--- src/rtl/vga_scanout.sv ---
// VGA timing generator with a linear frame-buffer fetch into a word FIFO and a
// 1/2/4/8 bpp serialiser that draws a centred box with an optional 1-pixel border.
module vga_scanout #(
  parameter int H_DISP     = 1280,
  parameter int H_FPORCH   = 16,
  parameter int H_SYNC     = 144,
  parameter int H_BPORCH   = 248,
  parameter int V_DISP     = 1024,
  parameter int V_FPORCH   = 1,
  parameter int V_SYNC     = 3,
  parameter int V_BPORCH   = 38,
  parameter int BOX_WIDTH  = 768,
  parameter int BOX_HEIGHT = 896,
  parameter int WORD_W     = 32,
  parameter int BPP        = 1,
  parameter int ADDR_W     = 15,
  parameter int FIFO_DEPTH = 4,
  parameter int SYNC_NEG   = 1,
  parameter int BORDER_EN  = 1
) (
  input  logic              clk,
  input  logic              reset,
  output logic [ADDR_W-1:0] vram_addr,
  output logic              vram_req,
  input  logic              vram_ready,
  input  logic [WORD_W-1:0] vram_data,
  output logic [BPP-1:0]    vga_pixel,
  output logic              vga_hsync,
  output logic              vga_vsync,
  output logic              underflow
);

  localparam int H_TOTAL     = H_DISP + H_FPORCH + H_SYNC + H_BPORCH;
  localparam int V_TOTAL     = V_DISP + V_FPORCH + V_SYNC + V_BPORCH;
  localparam int HW          = $clog2(H_TOTAL);
  localparam int VW          = $clog2(V_TOTAL);
  localparam int HOFF        = (H_DISP - BOX_WIDTH) / 2;
  localparam int VOFF        = (V_DISP - BOX_HEIGHT) / 2;
  localparam int PPW         = WORD_W / BPP;
  localparam int WORDS_FRAME = BOX_WIDTH * BPP / WORD_W * BOX_HEIGHT;
  localparam int WFW         = $clog2(WORDS_FRAME + 1);
  localparam int FW          = $clog2(FIFO_DEPTH);
  localparam int SCW         = $clog2(PPW + 1);

  typedef enum logic {IDLE, REQ} state_t;

  function automatic logic box_at(int h, int v);
    return h >= HOFF && h < HOFF + BOX_WIDTH && v >= VOFF && v < VOFF + BOX_HEIGHT;
  endfunction

  function automatic logic border_at(int h, int v);
    logic col, row;
    col = (h == HOFF - 1 || h == HOFF + BOX_WIDTH) && v >= VOFF - 1 && v <= VOFF + BOX_HEIGHT;
    row = (v == VOFF - 1 || v == VOFF + BOX_HEIGHT) && h >= HOFF - 1 && h <= HOFF + BOX_WIDTH;
    return BORDER_EN != 0 && (col || row);
  endfunction

  logic [HW-1:0] h_cnt, h_nxt;
  logic [VW-1:0] v_cnt, v_nxt;
  logic          h_wrap, v_wrap, in_box, in_box_nxt, visible, restart;
  logic          hs_act, vs_act;

  state_t                         state;
  logic [WFW-1:0]                 words;
  logic [FIFO_DEPTH-1:0][WORD_W-1:0] fifo_mem;
  logic [FW-1:0]                  wr_ptr, rd_ptr;
  logic [FW:0]                    fifo_cnt;
  logic                           fifo_wr, fifo_rd, load_need;

  logic [WORD_W-1:0] shift;
  logic [SCW-1:0]    sh_cnt, sh_left;
  logic [BPP-1:0]    pix_d;

  always_comb begin
    h_wrap     = h_cnt == HW'(H_TOTAL - 1);
    v_wrap     = v_cnt == VW'(V_TOTAL - 1);
    h_nxt      = h_wrap ? '0 : h_cnt + HW'(1);
    v_nxt      = h_wrap ? (v_wrap ? '0 : v_cnt + VW'(1)) : v_cnt;
    in_box     = box_at(int'(h_cnt), int'(v_cnt));
    in_box_nxt = box_at(int'(h_nxt), int'(v_nxt));
    visible    = int'(h_cnt) < H_DISP && int'(v_cnt) < V_DISP;
    restart    = h_cnt == '0 && int'(v_cnt) == V_DISP;
    hs_act     = int'(h_cnt) >= H_DISP + H_FPORCH && int'(h_cnt) < H_DISP + H_FPORCH + H_SYNC;
    vs_act     = int'(v_cnt) >= V_DISP + V_FPORCH && int'(v_cnt) < V_DISP + V_FPORCH + V_SYNC;
  end

  // The shifter reloads one cycle ahead so the first box pixel comes straight from the new word.
  always_comb begin
    sh_left   = (in_box && sh_cnt != '0) ? sh_cnt - SCW'(1) : sh_cnt;
    load_need = sh_left == '0 && in_box_nxt;
    fifo_rd   = load_need && fifo_cnt != '0 && !restart;
    fifo_wr   = state == REQ && vram_ready && !restart;
    pix_d     = '0;
    if (visible) begin
      if (border_at(int'(h_cnt), int'(v_cnt))) pix_d = '1;
      else if (in_box && sh_cnt != '0)        pix_d = shift[BPP-1:0];
    end
  end

  always_ff @(posedge clk or posedge reset) begin
    if (reset) begin
      h_cnt     <= '0;
      v_cnt     <= '0;
      vga_pixel <= '0;
      vga_hsync <= 1'(SYNC_NEG);
      vga_vsync <= 1'(SYNC_NEG);
    end else begin
      h_cnt     <= h_nxt;
      v_cnt     <= v_nxt;
      vga_pixel <= pix_d;
      vga_hsync <= hs_act ^ 1'(SYNC_NEG);
      vga_vsync <= vs_act ^ 1'(SYNC_NEG);
    end
  end

  always_ff @(posedge clk or posedge reset) begin
    if (reset) begin
      state     <= IDLE;
      vram_req  <= 1'b0;
      vram_addr <= '0;
      words     <= '0;
    end else if (restart) begin
      state     <= IDLE;
      vram_req  <= 1'b0;
      vram_addr <= '0;
      words     <= '0;
    end else begin
      case (state)
        IDLE: if (fifo_cnt < (FW+1)'(FIFO_DEPTH) && words < WFW'(WORDS_FRAME)) begin
          state    <= REQ;
          vram_req <= 1'b1;
        end
        REQ: if (vram_ready) begin
          state     <= IDLE;
          vram_req  <= 1'b0;
          vram_addr <= vram_addr + ADDR_W'(1);
          words     <= words + WFW'(1);
        end
        default: state <= IDLE;
      endcase
    end
  end

  always_ff @(posedge clk) begin
    if (fifo_wr) fifo_mem[wr_ptr] <= vram_data;
  end

  always_ff @(posedge clk or posedge reset) begin
    if (reset) begin
      wr_ptr   <= '0;
      rd_ptr   <= '0;
      fifo_cnt <= '0;
    end else if (restart) begin
      wr_ptr   <= '0;
      rd_ptr   <= '0;
      fifo_cnt <= '0;
    end else begin
      if (fifo_wr) wr_ptr <= wr_ptr + FW'(1);
      if (fifo_rd) rd_ptr <= rd_ptr + FW'(1);
      fifo_cnt <= fifo_cnt + (FW+1)'(fifo_wr) - (FW+1)'(fifo_rd);
    end
  end

  // An empty FIFO leaves the shifter empty, so it retries on every following pixel.
  always_ff @(posedge clk or posedge reset) begin
    if (reset) begin
      shift     <= '0;
      sh_cnt    <= '0;
      underflow <= 1'b0;
    end else if (restart) begin
      shift  <= '0;
      sh_cnt <= '0;
    end else begin
      if (fifo_rd) begin
        shift  <= fifo_mem[rd_ptr];
        sh_cnt <= SCW'(PPW);
      end else if (in_box && sh_cnt != '0) begin
        shift  <= shift >> BPP;
        sh_cnt <= sh_cnt - SCW'(1);
      end
      if (load_need && fifo_cnt == '0) underflow <= 1'b1;
    end
  end

endmodule

--- config.mk ---
export PLATFORM = sky130hd
export DESIGN_NAME = vga_scanout
export DESIGN_NICKNAME = d
export VERILOG_FILES = /design/src/rtl/vga_scanout.sv
export SDC_FILE = /design/constraint.sdc
export NUM_CORES = 1
export LEC_CHECK = 0
export ABC_AREA = 1
export BUFFER_PORTS_ARGS = -buffer_cell sky130_fd_sc_hd__buf_2
export CORE_AREA = 2 2 149 151
export DETAILED_ROUTE_END_ITERATION = 10
export DIE_AREA = 0 0 151 153
export PLACE_DENSITY = 0.66
export SLEW_MARGIN = 0
export SYNTH_ARGS = -nofsm -noshare
export SYNTH_HDL_FRONTEND = slang
export SYNTH_SLANG_ARGS = --single-unit
--- constraint.sdc ---
create_clock -name clk -period 3.4 [get_ports clk]
set_input_delay 0 -clock clk [delete_from_list [all_inputs] [get_ports clk]]
set_output_delay 0 -clock clk [all_outputs]
set_load 0.02 [all_outputs]
After elaboration in Yosys (flattened, before gate mapping)

Index checks and enable logic that the tools add are counted.

Logic and storage cells: 140
Bits of input ports: 35
Flip-flop bits (word level): 231

Equal/unequal tests: 9
Multiplexer cells: 36
Magnitude comparators: 23
Bitwise operators: 4
$add $sub $neg: 9
Reductions and logical operators: 40

Operators with widths:

| operator                                                                        | number |
|---|---|
| 32-bit 2-to-1 mux                                                               | 5 |
| 128-bit bitwise mux                                                             | 1 |
| 15-bit 2-to-1 mux                                                               | 6 |
| 11-bit less-than comparator (second input constant)                             | 6 |
| 32-bit binary-select mux with 2-bit select                                      | 1 |
| 32-bit demux with 2-bit select                                                  | 1 |
| 11-bit equality test (second input constant)                                    | 5 |
| 11-bit 2-to-1 mux                                                               | 3 |
| 15-bit by 1-bit adder with 15-bit output (second input constant)                | 2 |
| 1-bit logical AND                                                               | 23 |
| 11-bit by 1-bit adder with 11-bit output (second input constant)                | 2 |
| 11-bit >= comparator (second input constant)                                    | 2 |
| 11-bit by 7-bit >= comparator with 1-bit output (second input constant)         | 2 |
| 11-bit by 9-bit >= comparator with 1-bit output (second input constant)         | 2 |
| 11-bit by 10-bit less-than comparator with 1-bit output (second input constant) | 2 |
| 6-bit 2-to-1 mux                                                                | 3 |
| 15-bit less-than comparator (second input constant)                             | 1 |
| 11-bit by 7-bit equality test with 1-bit output (second input constant)         | 1 |
| 11-bit by 9-bit equality test with 1-bit output (second input constant)         | 1 |
| 11-bit by 6-bit >= comparator with 1-bit output (second input constant)         | 1 |
| 11-bit by 8-bit >= comparator with 1-bit output (second input constant)         | 1 |
| 11-bit by 10-bit <= comparator with 1-bit output (second input constant)        | 1 |
| 11-bit <= comparator (second input constant)                                    | 1 |
| 11-bit logical NOT                                                              | 1 |
| 21 further kinds                                                                | 47 |

Logic depth before layout (Yosys ltp)

Word-level depth: 12
Gate-level depth with buffers: 21

Worst setup path before layout

No wires, ideal clock.

Path type: register to register
Start: register h_cnt[0]
End: register fifo_cnt[1]
Path slack: 0.376 ns
Path buffers: 0
Stages on the path, launching flop included: 19
Period minus slack after synthesis: 3.024 ns
Data arrival time: 2.961 ns
Cell sequence: dfrtp_1 ha_1 nand2_2 inv_2 nand3_1 nor2_4 nand2_1 nand3_1 nand4_1 nor2_4 nand3_4 inv_1 ha_1 inv_1 ha_1 inv_1 fa_1 or2_2 inv_1

Longest elaborated chain between the ends: 12

Ends and longest elaborated chain:

| what                                                                                              | line | text |
|---|---|---|
| from (decl)                                                                                       | 58   | `logic [HW-1:0] h_cnt, h_nxt;` |
| from (signal assigned)                                                                            | 108  | `h_cnt <= h_nxt;` |
| parallel branches: the longest is 11 deep, another holds 11-bit by 1-bit adder with 11-bit output | n/a  |  |
| 3-bit 2-to-1 mux (*)                                                                              | 153  | `end else if (restart) begin` |
| to (signal assigned)                                                                              | 160  | `fifo_cnt <= fifo_cnt + (FW+1)'(fifo_wr) - (FW+1)'(fifo_rd);` |
| to (decl)                                                                                         | 67   | `logic [FW:0] fifo_cnt;` |

Every way passes the cells marked *.
A chain may end at the register's enable or synchronous reset.

Worst setup path after layout

Start: register h_cnt[1]
End: register fifo_cnt[1]

Same word-level chain as after synthesis.

==> results.yml <==
run_status:
  outcome: "complete, no violations"
timing:
  finalSetupViolCount: 0
  finalCritPeriodShare_pct: 93.17
  clock_skew_ns: 0.02571
  fmax_mhz: 315.7
  maxSlewHeadroom_pct: 24.13
  period_needed_ns: 3.168
  hold_violations: 0
  drv_slew: 0
  holdWs_ns: 0.03804
  worst_slack_ns: 0.2321
  tightest_slew_ns: 1.135
final_layout:
  num_antenna_cells: 0
  layoutNonFillerInstCount: 1494
  drive_above_1_share_pct: 12.77
  area_delta_synth_final_pct: 17.00
  fin_nets: 1247
  fill_cells: 1886
synthesis:
  async_reset_ff_share_pct: 44.59
  synth-edff-count: 128
  ys_types: 44
  yosysWarnings: 0
  synth_area_mm2: 0.01055
  synth.ff_latch_count: 231
  syn_avg_cell_area_um2: 9.560
  synthCells: 1103
  synth_nets: 1154
  yosysSeqAreaShare_pct: 60.92
  synth_flop_cell: "edfxtp_1"
worst_setup_path:
  cp.arrival_ns: 3.63
  crit_path_end_kind: "flip-flop"
  worst_setup_path_start_kind: "flip-flop"
  cp_slowest_stage_delay_ns: 0.42
  critPathRequiredTime_ns: 3.86
  cp_common_cell: "inv_1"
  path_cells: "ha_2 > nand2_2 > inv_2 > nand3_1 > nor2_4 > nand2_1 > nand3_1 > nand4_1 > nor2_4 > nand3_4 > inv_2 > ha_1 > inv_1 > ha_1 > inv_1 > fa_1 > or2_2 > inv_1"
  worst-setup-path-type: "reg2reg"
  slowest_stage: "fa_1"
  crit_fanout: 5
power:
  vdd_drop_max_uv: 457.4
  power-per-cell-area_mw_per_mm2: 562.3
  p_leak_nw: 5.404
placed_design:
  gp_congestion: 0.8675
  hpwl_um: 13800
  dp.cells: 1414
  pre_cts_ws_ns: 0.1291
  portBuffers: 54
job:
  cap_violations: 0
route:
  drc: 0
  routed_via_density: 5.292
  drtIter0Drc: 525
  ant_nets: 0
  first_pass_iters: 5
  dr_total_vias: 7906
  drt-total-wl_um: 22930
  wl_per_cell_um: 15.34
clock_tree:
  cts_made_buffers: 24
  clk_pin_slew_worst_paths_ns: 0.06
  cts-root-buf: "clkbuf_16"
  insertion_delay_ns: 0.54
  htree_levels: 1
  cts_tree: "built"
  clkSinkCount: 231
  clk_path_buf_depth: 3
floorplan:
  coreArea_mm2: 0.02149
  die_h_um: 153
  start_util_pct: 49.08
  core.rowCount: 54
  dieWidth_um: 151
  io_pins: 55
  die_area_mm2: 0.02310
global_routing:
  antenna_found_initial: 0
  grt_overflow_total: 0
  grt_pass1_vias: 7582
  grtUsageTotal_pct: 20.26
  grt_first_pass_wirelength_um: 38030
  grt_max_degree: 66
hold_path:
  hold_class: "in2reg"
-- critical path, delay by kind of cell (launching register included) --
family	cells	cell delay (ns)
adder cells (fa/ha/maj)	4	1.00
buffers and inverters	5	0.32
flip-flops	1	0.40
AND/OR/NAND/NOR	9	1.38
-- report_power, final --
part	switching (W)	internal [W]	leakage [nW]
Sequential	0.000143	0.00332	2.53
Combinational	0.000572	0.000253	2.48
Clock	0.00109	0.00156	0.393
-- per-stage QoR --
step                power, W  TNS (ns)  cell area [um2]  util [%]
floorplan           0.004003         0            10550         -
global placement    0.004299         0            11160     51.95
detailed placement  0.004316         0            11160     51.95
CTS                 0.007002         0            12300     57.23
global route        0.007246  -0.01631            12340     57.42
finish              0.006937         0            12340     57.42
-- area by class of cell --
cell class	instances	area [um2]	share of cell area [%]
multi-input combinational	723	3577	28.99
tap	280	350.3	2.839
inverter	107	405.4	3.286
clock buffer	31	636.9	5.162
clock inverter	13	166.4	1.349
timing repair buffer	109	778.2	6.308
sequential	231	6424	52.06
-- layer usage --
metal / vias up / track usage, % / wire [um]
met1: 3760 / 28.29 / 10600
met5: - / 0 / 0
met4: 0 / 5.429 / 509
met3: 40 / 2.806 / 1082
met2: 191 / 33.42 / 10740
li1: 3915 / - / -
-- cells in the mapped netlist, types with 2 or more instances --
cell       count  area share [%]
nand3_1       58             2.8
ha_1          15             1.8
o21ai_0       89             4.2
xor2_1         9            0.75
o21ai_1        5            0.24
inv_2         12            0.43
o21a_1         5            0.36
dfrtp_1      101              24
nand2_2        2            0.12
a21oi_1       20            0.95
edfxtp_1     128              36
nand4_1       44             2.6
nand2_1      259             9.2
inv_1         94             3.3
xnor2_1        2            0.17
nor3_1        17            0.81
dfstp_2        2            0.50
nor2_2         4            0.24
o2111ai_1      2            0.17
o22ai_1       33             2.0
nor3b_1        2            0.14
buf_2         12            0.57
clkbuf_1      27            0.96
nor4_1         6            0.36
nand3_2        2            0.19
or2_2          2            0.12
buf_6          3            0.32
nor2_1       130             4.6
nor2_4         3            0.32
-- cells by family (layout without fill, tap and decap cells) --
family	after synthesis	in the layout	synth area share (%)
buf+inv	150	260	5.695
xor+xnor	11	11	0.9137
fa+ha+maj	16	16	1.970
simple gates	533	534	21.91
flops	231	231	60.92
compound gates	162	162	8.591
-- cell usage in the layout, fill, tap and decap left out, types with 3 or more instances in the layout --
master / synthesis / routed
nor4_1: 6 / 6
nor3_1: 17 / 16
a21oi_1: 20 / 20
clkbuf_16: 0 / 24
nor2_1: 130 / 125
inv_2: 12 / 13
nor2_4: 3 / 9
bufinv_16: 0 / 3
o22ai_1: 33 / 33
nand3_1: 58 / 58
nand2_1: 259 / 259
nor2_2: 4 / 4
clkinv_2: 0 / 8
dfrtp_1: 101 / 101
xor2_1: 9 / 9
dlygate4sd3_1: 0 / 33
buf_4: 0 / 21
o21a_1: 5 / 5
clkbuf_1: 27 / 6
o21ai_0: 89 / 89
edfxtp_1: 128 / 128
nand4_1: 44 / 44
o21ai_1: 5 / 5
buf_2: 12 / 54
ha_1: 15 / 14
inv_1: 94 / 91
-- worst paths after layout --
check                            from      endpoint  slack [ns]  cells past startpoint
hold / removal             vram_ready  vram_addr[2]        0.04                      6
max in group asynchronous       reset     sh_cnt[0]        2.44                      4
hold reg to reg             shift[26]     shift[26]        0.48                      2
min in group asynchronous       reset     underflow        0.16                      3
setup reg to reg             h_cnt[1]   fifo_cnt[1]        0.23                     18
setup / recovery             h_cnt[1]   fifo_cnt[1]        0.23                     18
-- state kept, by name, summed over array words and instances, names as in the netlist --
name and count:
vga_hsync 1, shift 32, vram_addr 15, fifo_cnt 3, rd_ptr 2, state 1
words 15, vga_pixel 1, vram_req 1, underflow 1, h_cnt 11, fifo_mem 128
vga_vsync 1, wr_ptr 2, sh_cnt 6, v_cnt 11
-- repair_timing --
item / CTS / global route
hold buffers: 33 / 0
gates resized for setup: 0 / 7
setup buffers: 0 / 2
hold endpoints to repair: 184 / 0
setup endpoints to repair: 0 / 34
(Power assumes the default switching activity.)
